`config.mk`:
```
export PLATFORM = sky130hd
export DESIGN_NAME = synthesijer_div_arbiter
export DESIGN_NICKNAME = d
export VERILOG_FILES = /design/src/rtl/synthesijer_div_arb_pkg.sv /design/src/rtl/synthesijer_rr_pick.sv /design/src/rtl/synthesijer_div_arbiter.sv
export SDC_FILE = /design/constraint.sdc
export NUM_CORES = 1
export LEC_CHECK = 0
export CAP_MARGIN = 20
export CORE_AREA = 2 2 358 360
export CTS_CLUSTER_DIAMETER = 30
export DETAILED_ROUTE_END_ITERATION = 8
export DIE_AREA = 0 0 360 362
export PLACE_DENSITY = 0.3
export RECOVER_POWER = 50
export SYNTH_ARGS = -nofsm -noshare
export SYNTH_HDL_FRONTEND = slang
export SYNTH_SLANG_ARGS = --single-unit
export TNS_END_PERCENT = 20
```
`constraint.sdc`:
```
create_clock -name clk -period 2.6 [get_ports clk]
set_clock_uncertainty 0.1 [all_clocks]
set_input_delay 0.52 -clock clk [delete_from_list [all_inputs] [get_ports clk]]
set_output_delay 0.52 -clock clk [all_outputs]
set_load 0.1 [all_outputs]
```
`src/rtl/synthesijer_div_arb_pkg.sv`:
```
// Shared definitions for the divider arbiter: FSM state encoding and the default watchdog limit.
package synthesijer_div_arb_pkg;

    typedef enum logic [1:0] {
        S_IDLE  = 2'd0,
        S_ISSUE = 2'd1,
        S_WAIT  = 2'd2,
        S_RESP  = 2'd3
    } state_t;

    localparam int DEFAULT_TIMEOUT = 255;

endpackage

```
`src/rtl/synthesijer_rr_pick.sv`:
```
// Combinational round-robin picker: first set request bit at or above rr_ptr, wrapping.
// Kept generic so other shared-unit arbiters (mul, fdiv) can reuse it.
module synthesijer_rr_pick #(
    parameter int NREQ = 4,
    parameter int IDXW = 2
) (
    input  logic [NREQ-1:0] req,
    input  logic [IDXW-1:0] rr_ptr,
    output logic            any,
    output logic [IDXW-1:0] idx
);

    assign any = |req;

    always_comb begin
        logic found;
        int   c;
        found = 1'b0;
        idx   = '0;
        c     = 0;
        for (int i = 0; i < NREQ; i++) begin
            c = int'(rr_ptr) + i;
            if (c >= NREQ) begin
                c = c - NREQ;
            end
            if (!found && req[c]) begin
                found = 1'b1;
                idx   = IDXW'(c);
            end
        end
    end

endmodule

```
`src/rtl/synthesijer_div_arbiter.sv`:
```
// Shares one variable-latency signed divider among NREQ requesters with round-robin
// arbitration, one division in flight, and a watchdog that aborts and resets a hung divider.
module synthesijer_div_arbiter
    import synthesijer_div_arb_pkg::*;
#(
    parameter int NREQ    = 4,
    parameter int IDXW    = 2,
    parameter int WIDTH   = 64,
    parameter int TIMEOUT = DEFAULT_TIMEOUT
) (
    input  logic                    clk,
    input  logic                    reset,
    input  logic [NREQ-1:0]         req,
    input  logic [NREQ*WIDTH-1:0]   a_in,
    input  logic [NREQ*WIDTH-1:0]   b_in,
    output logic [NREQ-1:0]         grant,
    output logic [NREQ-1:0]         done,
    output logic                    err,
    output logic [WIDTH-1:0]        quantient,
    output logic [WIDTH-1:0]        remainder,
    output logic [WIDTH-1:0]        div_a,
    output logic [WIDTH-1:0]        div_b,
    output logic                    div_nd,
    output logic                    div_reset,
    input  logic [WIDTH-1:0]        div_quantient,
    input  logic [WIDTH-1:0]        div_remainder,
    input  logic                    div_valid
);

    localparam int CW = $clog2(TIMEOUT + 1);

    state_t          state, next_state;
    logic [IDXW-1:0] idx, rr_ptr, pick_idx;
    logic            pick_any;
    logic [CW-1:0]   cnt;
    logic            timeout_hit;

    synthesijer_rr_pick #(
        .NREQ (NREQ),
        .IDXW (IDXW)
    ) u_pick (
        .req    (req),
        .rr_ptr (rr_ptr),
        .any    (pick_any),
        .idx    (pick_idx)
    );

    assign timeout_hit = (cnt == CW'(TIMEOUT));

    // The divider is reset both by the system reset and by a watchdog abort in RESP.
    assign div_reset = reset | ((state == S_RESP) && err);

    always_ff @(posedge clk) begin
        if (reset) begin
            state <= S_IDLE;
        end else begin
            state <= next_state;
        end
    end

    always_comb begin
        next_state = state;
        case (state)
            S_IDLE:  if (pick_any) next_state = S_ISSUE;
            S_ISSUE: next_state = S_WAIT;
            S_WAIT:  if (div_valid || timeout_hit) next_state = S_RESP;
            S_RESP:  next_state = S_IDLE;
            default: next_state = S_IDLE;
        endcase
    end

    // Pulses are registered on the transition into the state they belong to,
    // so grant/div_nd are high during ISSUE and done during RESP.
    always_ff @(posedge clk) begin
        if (reset) begin
            idx       <= '0;
            rr_ptr    <= '0;
            cnt       <= '0;
            grant     <= '0;
            done      <= '0;
            err       <= 1'b0;
            quantient <= '0;
            remainder <= '0;
            div_a     <= '0;
            div_b     <= '0;
            div_nd    <= 1'b0;
        end else begin
            grant  <= '0;
            done   <= '0;
            div_nd <= 1'b0;
            case (state)
                S_IDLE: begin
                    if (pick_any) begin
                        idx    <= pick_idx;
                        div_a  <= a_in[int'(pick_idx)*WIDTH +: WIDTH];
                        div_b  <= b_in[int'(pick_idx)*WIDTH +: WIDTH];
                        grant  <= NREQ'(1) << pick_idx;
                        div_nd <= 1'b1;
                    end
                end
                S_ISSUE: begin
                    cnt <= '0;
                end
                S_WAIT: begin
                    if (div_valid) begin
                        quantient <= div_quantient;
                        remainder <= div_remainder;
                        err       <= 1'b0;
                        done      <= NREQ'(1) << idx;
                    end else if (timeout_hit) begin
                        quantient <= '0;
                        remainder <= '0;
                        err       <= 1'b1;
                        done      <= NREQ'(1) << idx;
                    end else begin
                        cnt <= cnt + CW'(1);
                    end
                end
                S_RESP: begin
                    rr_ptr <= (idx == IDXW'(NREQ - 1)) ? '0 : idx + IDXW'(1);
                end
                default: ;
            endcase
        end
    end

endmodule

```
; ---- Word-level counts from Yosys, hierarchy flattened
; Index checks and enable logic that the tools add are counted.
[classes]
n_addsub = 9
magnitude_cmp = 8
n_eq_ne = 9
shift = 4
mux = 38
n_bitwise = 4
reduce_logical = 19
[ops]
columns = operator, count
row1 = $shiftx 256x9->64, 2
row2 = $mux 64, 3
row3 = $lt 32x4->1 const B, 4
row4 = $mux 32, 4
row5 = $ge 32x4->1 const B, 3
row6 = $sub 32x4->32 const B, 3
row7 = $mux 8, 2
row8 = $pmux 8 s2, 1
row9 = $mux 1, 14
row10 = $mux 2, 7
row11 = $add 8x1->8 const B, 1
row12 = $bmux 1 s2, 4
row13 = $eq 8x8->1 const B, 1
row14 = $mux 4, 2
row15 = $ne 2x2->1 const B, 4
row16 = $pmux 2 s4, 1
row17 = $shl 1x2->4 const A, 2
row18 = $add 2x2->3 const B, 2
row19 = $eq 2x2->1 const B, 3
row20 = $reduce_and 2->1, 3
row21 = $logic_and 1x1->1, 4
row22 = $reduce_bool 2->1, 2
row23 = $reduce_or 2->1, 2
row24 = $reduce_or 4->1, 1
row25 = 12 further kinds, 16
[totals]
regBits = 280
in_bits = 647
output_inout_bits = 267

; ---- Depth between registers and ports, before layout
[logic_depth]
depth_word = 16
ltp_mapped = 8

; ---- Modules after synthesis
; From an unflattened synthesis, not the netlist that was laid out.
[unflattened]
hier_cells = 1133
hier_area_um2 = 12604.6
[by_module_without_submodules]
columns = mod, n_inst, cells_per_inst, area_each_um2
row1 = synthesijer_div_arbiter, 1, 1118, 12527.0
row2 = synthesijer_rr_pick, 1, 15, 77.6

; ---- Least setup slack after synthesis
; Ideal clock, no wire load.
[synth_timing]
kind = register to output
startpoint = register err
endpoint = output div_reset
arrival_time_ns = 1.731
required_ns = 1.980
path_slack_ns = 0.249
path_stages_with_launch = 3
n_path_buf = 0
cell_sequence = dfxtp_1 nand2_1 nand2_1
[synth_between]
elab_chain_cells = 2
[synth_lines]
columns = item, line_no
row1 = start: declaration, synthesijer_div_arbiter.sv:18  ; output logic err,
row2 = start signal: assignment, synthesijer_div_arbiter.sv:81  ; err <= 1'b0;
row3 = start signal: assignment, synthesijer_div_arbiter.sv:108  ; err <= 1'b0;
row4 = start signal: assignment, synthesijer_div_arbiter.sv:113  ; err <= 1'b1;
row5 = $logic_and 1x1->1, synthesijer_div_arbiter.sv:51  ; assign div_reset = reset | ((state == S_RESP) && err);
row6 = $or 1x1->1, synthesijer_div_arbiter.sv:51
row7 = end: declaration, synthesijer_div_arbiter.sv:24  ; output logic div_reset,
; Every way passes these cells.

; ---- Worst setup path in the final report
[layout_timing]
startpoint = register div_a[43]
endpoint = output div_a[43]
[layout_lines]
columns = item, line_no
row1 = start: declaration, synthesijer_div_arbiter.sv:21  ; output logic [WIDTH-1:0] div_a,
row2 = start signal: assignment, synthesijer_div_arbiter.sv:95  ; div_a <= a_in[int'(pick_idx)*WIDTH +: WIDTH];
; No word-level cell between the ends.

==> results.rst <==
.. list-table::
   :header-rows: 1

   * - Metric
     - Value
   * - Status
     - complete, no violations
   * - Vias
     - 16400
   * - Area delta synth->final
     - 109%
   * - Total I/O pin count
     - 914
   * - Total Negative Setup Slacks
     - 0 ns
   * - Number of inserted filler cells in the final layout
     - 14000
   * - Largest stage delay on the critical path
     - 0.69 ns
   * - Ordered cell list for the critical path
     - buf_2
   * - Wirelength, routed
     - 101 mm
   * - Distinct cell type count of the synthesized netlist
     - 47
   * - Family with the most delay on the worst path
     - buffers and inverters
   * - Number of vias per cell after detailed routing
     - 4.05
   * - Relative slew slack
     - 46.3%
   * - Initial standard-cell utilization of the core
     - 10.0%
   * - Slew Limit Fails
     - 0
   * - Worst slack, placed
     - -0.307 ns
   * - Avg WL per Cell
     - 24.9 um
   * - Seq/Total Area, Yosys
     - 44.2%
   * - Slack of the critical path
     - 0.0910 ns
   * - Start-to-end type of the worst setup path
     - register to output pin
   * - Synth Register Bits
     - 280
   * - Initial antenna violation count
     - 28
   * - Die outline width
     - 360 um
   * - Number of iterations in the first detailed-routing pass
     - 7
   * - Clock sink total
     - 280
   * - Yosys warning total
     - 0
   * - Achievable clock frequency
     - 399 MHz
   * - Buffer cell driving the clock tree root
     - clkbuf_16
   * - GPL Wtd Cong
     - 0.799
   * - Count of port buffers added during placement
     - 913
   * - Area of the core
     - 127000 um^2
   * - Worst hold slack
     - 0.310 ns
   * - Number of buffers and inverters on the critical path
     - 1
   * - Setup repair after global routing missed its margin
     - no
   * - Fin crit period
     - 2.51 ns
   * - Post-route DRC violation count
     - 0
   * - Maximum clock insertion buffer count
     - 3
   * - Grt ovf
     - 0
   * - Count of hold-fix buffers inserted at cts
     - 0
   * - Die Ht
     - 362 um
   * - Critical Path AT
     - 1.89 ns
   * - Floorplan die area
     - 130000 um^2
   * - Wire length of the first global-routing pass
     - 138 mm
   * - Hold violation count in the final report
     - 0
   * - Maximum fanout encountered on the critical timing path
     - 2
   * - Syn_nets
     - 2005
   * - Endpoint class of the critical path
     - output pin
   * - Clock edge transition at the registers on the reported setup and hold paths
     - 0.04 ns
   * - Biggest area contributors in the synthesized netlist
     - dfxtp_1, a32oi_1, a22o_1, a41oi_1, a31oi_1
   * - Cell accounting for the most synthesized area
     - dfxtp_1
   * - Synth Cell Area
     - 12700 um^2
   * - # setup viols final
     - 0
   * - Syn Area/Cell
     - 9.41 um^2
   * - Power density cells
     - 1270 nW/um^2
   * - Vias in the first global route
     - 17400
   * - Rows
     - 131
   * - Required time at the worst-slack endpoint
     - 1.98 ns
   * - TritonCTS clock tree
     - yes
   * - Number of buffers created by CTS
     - 105
   * - Period Utilization, post-route
     - 96.5%
   * - Share of cells above drive strength 1
     - 23.3%
   * - Total of max-cap violations
     - 0
   * - Tot Pwr
     - 0.0335 W
   * - Setup Buffers After CTS
     - 0
   * - Source-to-sink clock delay at the later pin of the worst-skew pair
     - 0.68 ns
   * - Post-cts gate resize count
     - 0
   * - Number of standard cells in the layout, taps in and fillers out
     - 4058
   * - Detailed Place HPWL
     - 79.1 mm
   * - Critical Path Start Type
     - register
   * - Final Net Count
     - 2960
   * - Iteration-0 DRC count of the detailed router
     - 963
   * - Global-route usage over all layers
     - 14.9%
   * - DRT antenna net count
     - 0
   * - Worst min path class
     - primary input to register
   * - Number of instances in the synthesized netlist
     - 1348
   * - Share of the synthesized area in the top cell type
     - 44.2%
   * - IR Drop Worst-Case VDD
     - 0.503 mV
   * - Maximum number of pins on one net before global-route repair
     - 109
   * - Cell with the largest stage delay on the worst path
     - buf_2
   * - Number of levels the H-tree was split into
     - 3
   * - Slew @ Worst Pin
     - 0.811 ns
   * - # placed instances
     - 3858
   * - Leakage power
     - 9.99 nW
[cell usage after synthesis (all sizes together)]
master / count
a31oi: 133
ha: 10
o211a: 1
and2: 4
o311ai: 3
nor3: 2
o21bai: 2
buf: 90
o2111ai: 1
mux2i: 2
nor2: 8
and2b: 1
inv: 7
nand2b: 5
a211oi: 3
nand2: 141
nor4: 1
a21oi: 11
o221ai: 1
a22o: 128
clkbuf: 87
a41oi: 128
nand4: 1
nor3b: 1
and3: 8
nor2b: 7
o211ai: 2
a41o: 1
or3b: 1
and4: 2
or4: 2
dfxtp: 280
and4b: 1
o21a: 2
a32oi: 129
o21ai: 133
nand3: 5
a21o: 1
or3: 3
[routing by layer]
metal	GRT usage (%)	up-vias	routed length [um]
met5	0	-	222
li1	-	7429	-
met1	15.3	7952	36900
met3	5.97	186	9270
met4	5.56	32	2760
met2	27.0	836	52000
[final cells by class]
class                      instances  area [um^2]  share of cell area, %
multi-input combinational        884         6140                   23.2
tap                             1662         2080                   7.87
antenna                            6         15.0                 0.0568
inverter                           7         31.3                  0.118
clock inverter                    34          368                   1.39
timing repair buffer            1025         9060                   34.3
clock buffer                     160         3130                   11.9
sequential                       280         5610                   21.2
[cells by family after synthesis]
group / Yosys count / share of synthesized area [%]
AND/OR/NAND/NOR: 193 / 6.80
flip-flops: 280 / 44.2
adder cells (fa/ha/maj): 10 / 0.987
multiplexers: 2 / 0.158
AO/OA/AOI/OAI: 679 / 40.2
buffers and inverters: 184 / 7.64
[registers in the layout, indices dropped and copies added, names as in the netlist]
name       cells
cnt            8
div_a         64
div_b         64
div_nd         1
done           4
err            1
grant          4
idx            2
quantient     64
remainder     64
rr_ptr         2
state          2
[layout by cell type (no fill, tap or decap), types with 3 or more instances in the layout]
cell and instances:
nand3_1 5, clkbuf_1 29, clkinv_2 19, a31oi_1 133, inv_1 6, buf_12 31, nand2_1 141, dfxtp_1 280
inv_6 3, diode_2 6, bufinv_16 4, nor2_1 8, nand2b_1 5, clkbuf_16 105, clkinvlp_4 4, a22o_1 128
a21oi_1 10, nor2b_1 6, o21ai_0 132, a211oi_1 3, clkbuf_2 246, and3_1 7, and2_0 3, ha_1 10
buf_2 4, buf_4 94, clkdlybuf4s50_1 643, clkbuf_8 30, a32oi_1 129, a41oi_1 128
[per-stage QoR]
stage	utilization, %	cell area [um^2]
after floorplan	-	12700
after global placement	18.6	23600
after detailed placement	18.6	23600
after CTS	21.4	27100
after global routing	20.9	26400
final	20.9	26400
[worst paths after layout]
kind / cells after the start / slack [ns] / endpoint / start
max: 1 / 0.09 / div_a[43] / div_a[43]
min: 3 / 0.31 / div_a[21] / a_in[85]
max reg2reg: 6 / 0.32 / remainder[54] / cnt[0]
min reg2reg: 1 / 0.37 / quantient[47] / quantient[47]
[where the power goes]
part           leakage (nW)  total (W)  internal, W  switching, W
clock                  1.72     0.0121      0.00855       0.00356
combinational          5.97     0.0153      0.00354        0.0118
sequential             2.29    0.00604      0.00537      0.000676
(Power assumes the default switching activity.)
==> RTL edit (config.mk and constraints unchanged) <==
Add an input register stage for `div_remainder`; this delays it by one clock. The other inputs are not delayed to match.
--- a/src/rtl/synthesijer_div_arbiter.sv
+++ b/src/rtl/synthesijer_div_arbiter.sv
@@ -28,6 +28,12 @@
 );
 
     localparam int CW = $clog2(TIMEOUT + 1);
+
+    logic [WIDTH-1:0] div_remainder_q;
+
+    always_ff @(posedge clk) begin
+        div_remainder_q <= div_remainder;
+    end
 
     state_t          state, next_state;
     logic [IDXW-1:0] idx, rr_ptr, pick_idx;
@@ -104,7 +110,7 @@
                 S_WAIT: begin
                     if (div_valid) begin
                         quantient <= div_quantient;
-                        remainder <= div_remainder;
+                        remainder <= div_remainder_q;
                         err       <= 1'b0;
                         done      <= NREQ'(1) << idx;
                     end else if (timeout_hit) begin
Formal check against the unedited RTL: not equivalent (a bounded check fails within 4 cycles, from zero or initial values and one cycle with reset high).
==> RTL edit against the unedited design <==
  * Cell area increased by 6.0%
  * Critical path type is now reg2reg
  * Synthesized area increased by 4.0%
  * Sequential cell count increased by 64
  * Power increased by 13%
  * Setup slack improved by 0.027 ns
  * Wire length decreased by 4.9%
  * Die area unchanged
  * Largest power group unchanged
  * Clock power increased by 22%
==> RTL edit: results (changes against the unedited design) <==
----------------------------------------------------
[Power]
  Internal Pwr Total ... 20.92 mW (+20%)
  Switching portion of total power ... 0.4448 (-0.03325)
  Worst IR drop on VDD ... 0.0005846 V (+16%)

[Final layout]
  Register share of the cell area ... 0.2457 (+0.03368)
  Layout cells sized above 1 ... 0.2356 (+0.002501)
  Post-layout instance count excluding filler cells ... 4152 (+2.3%)
  Number of non-clock inverters ... 10 (+3)
  Nets ... 3041 (+2.7%)
  Layout clock area frac ... 0.1506 (+0.01815)
  Final Util ... 0.2212 (+0.01255)

[Yosys]
  Synthesized-area fraction occupied by adder cells ... 0.009486 (-0.0003829)
  Top cells by area, synth ... dfxtp_1, a222oi_1, nor2_1
  Mean post-synth cell area ... 9.579 sq um (+1.8%)
  Fraction of the mapped netlist area in compound gates ... 0.3070 (-0.09509)
  Leading post-synthesis cells by instance count ... dfxtp_1, nor2_1, a21oi_1, a211oi_1
  Portion of the post-synthesis area used by sequential elements ... 0.5221 (+0.07998)
  #FFs+latches synth ... 344 (+23%)

[Timing]
  Fraction of the cycle the final worst path needs ... 0.9547 (-0.01025)

[Status]
  Run status ... complete, no violations

[Global route]
  GR Util met1 ... 0.1529 (about the same)
  Vias in the first global route ... 16980 (-2.6%)
  Met3 Use GR ... 0.06021 (+0.0004927)
  Number of antenna violations at the first check in global routing ... 44 (+57%)

[CTS]
  CTS hold repair buffers ... 1 (+1)
  CTS buffer count ... 121 (+15%)

[Routing]
  WL met3 ... 9411 microns (+1.5%)

[Critical path]
  Length in cells of the worst reg-to-reg path ... 8 (+2)
  Slowest Stage Delay on Critical Path ... 0.62 ns (-0.07 ns)

[Placement]
  HPWL after detailed placement ... 75800 microns (-4.2%)

----------------------------------------------------
-- RTL edit: cell count changes in the layout (fill, tap and decap cells not counted), sizes merged, moves of 65 or more --
cell,unedited run,this run
nor2,8,275
nand2,141,4
a31oi,133,1
a21oi,11,142
a32oi,129,0
a222oi,0,128
a22o,128,0
a22oi,0,128
a41oi,128,0
a211oi,3,129
o21ai,133,9
buf,131,199
dlygate4sd3,1,66
-- RTL edit: how the worst min path moves through the flow --
stage	startpoint	to	slack (ns)	depth (start not counted)
finish	div_remainder[22]	div_remainder_q[22]$_DFF_P_	0.24	1
global route	div_remainder[34]	div_remainder_q[34]$_DFF_P_	0.19	1
CTS	div_remainder[34]	div_remainder_q[34]$_DFF_P_	0.04	1
detailed placement	div_remainder_q[57]$_DFF_P_	remainder[57]$_SDFFE_PP0P_	0.37	2
global placement	div_remainder_q[17]$_DFF_P_	remainder[17]$_SDFFE_PP0P_	0.36	2
floorplan	div_remainder_q[0]$_DFF_P_	remainder[0]$_SDFFE_PP0P_	0.36	2
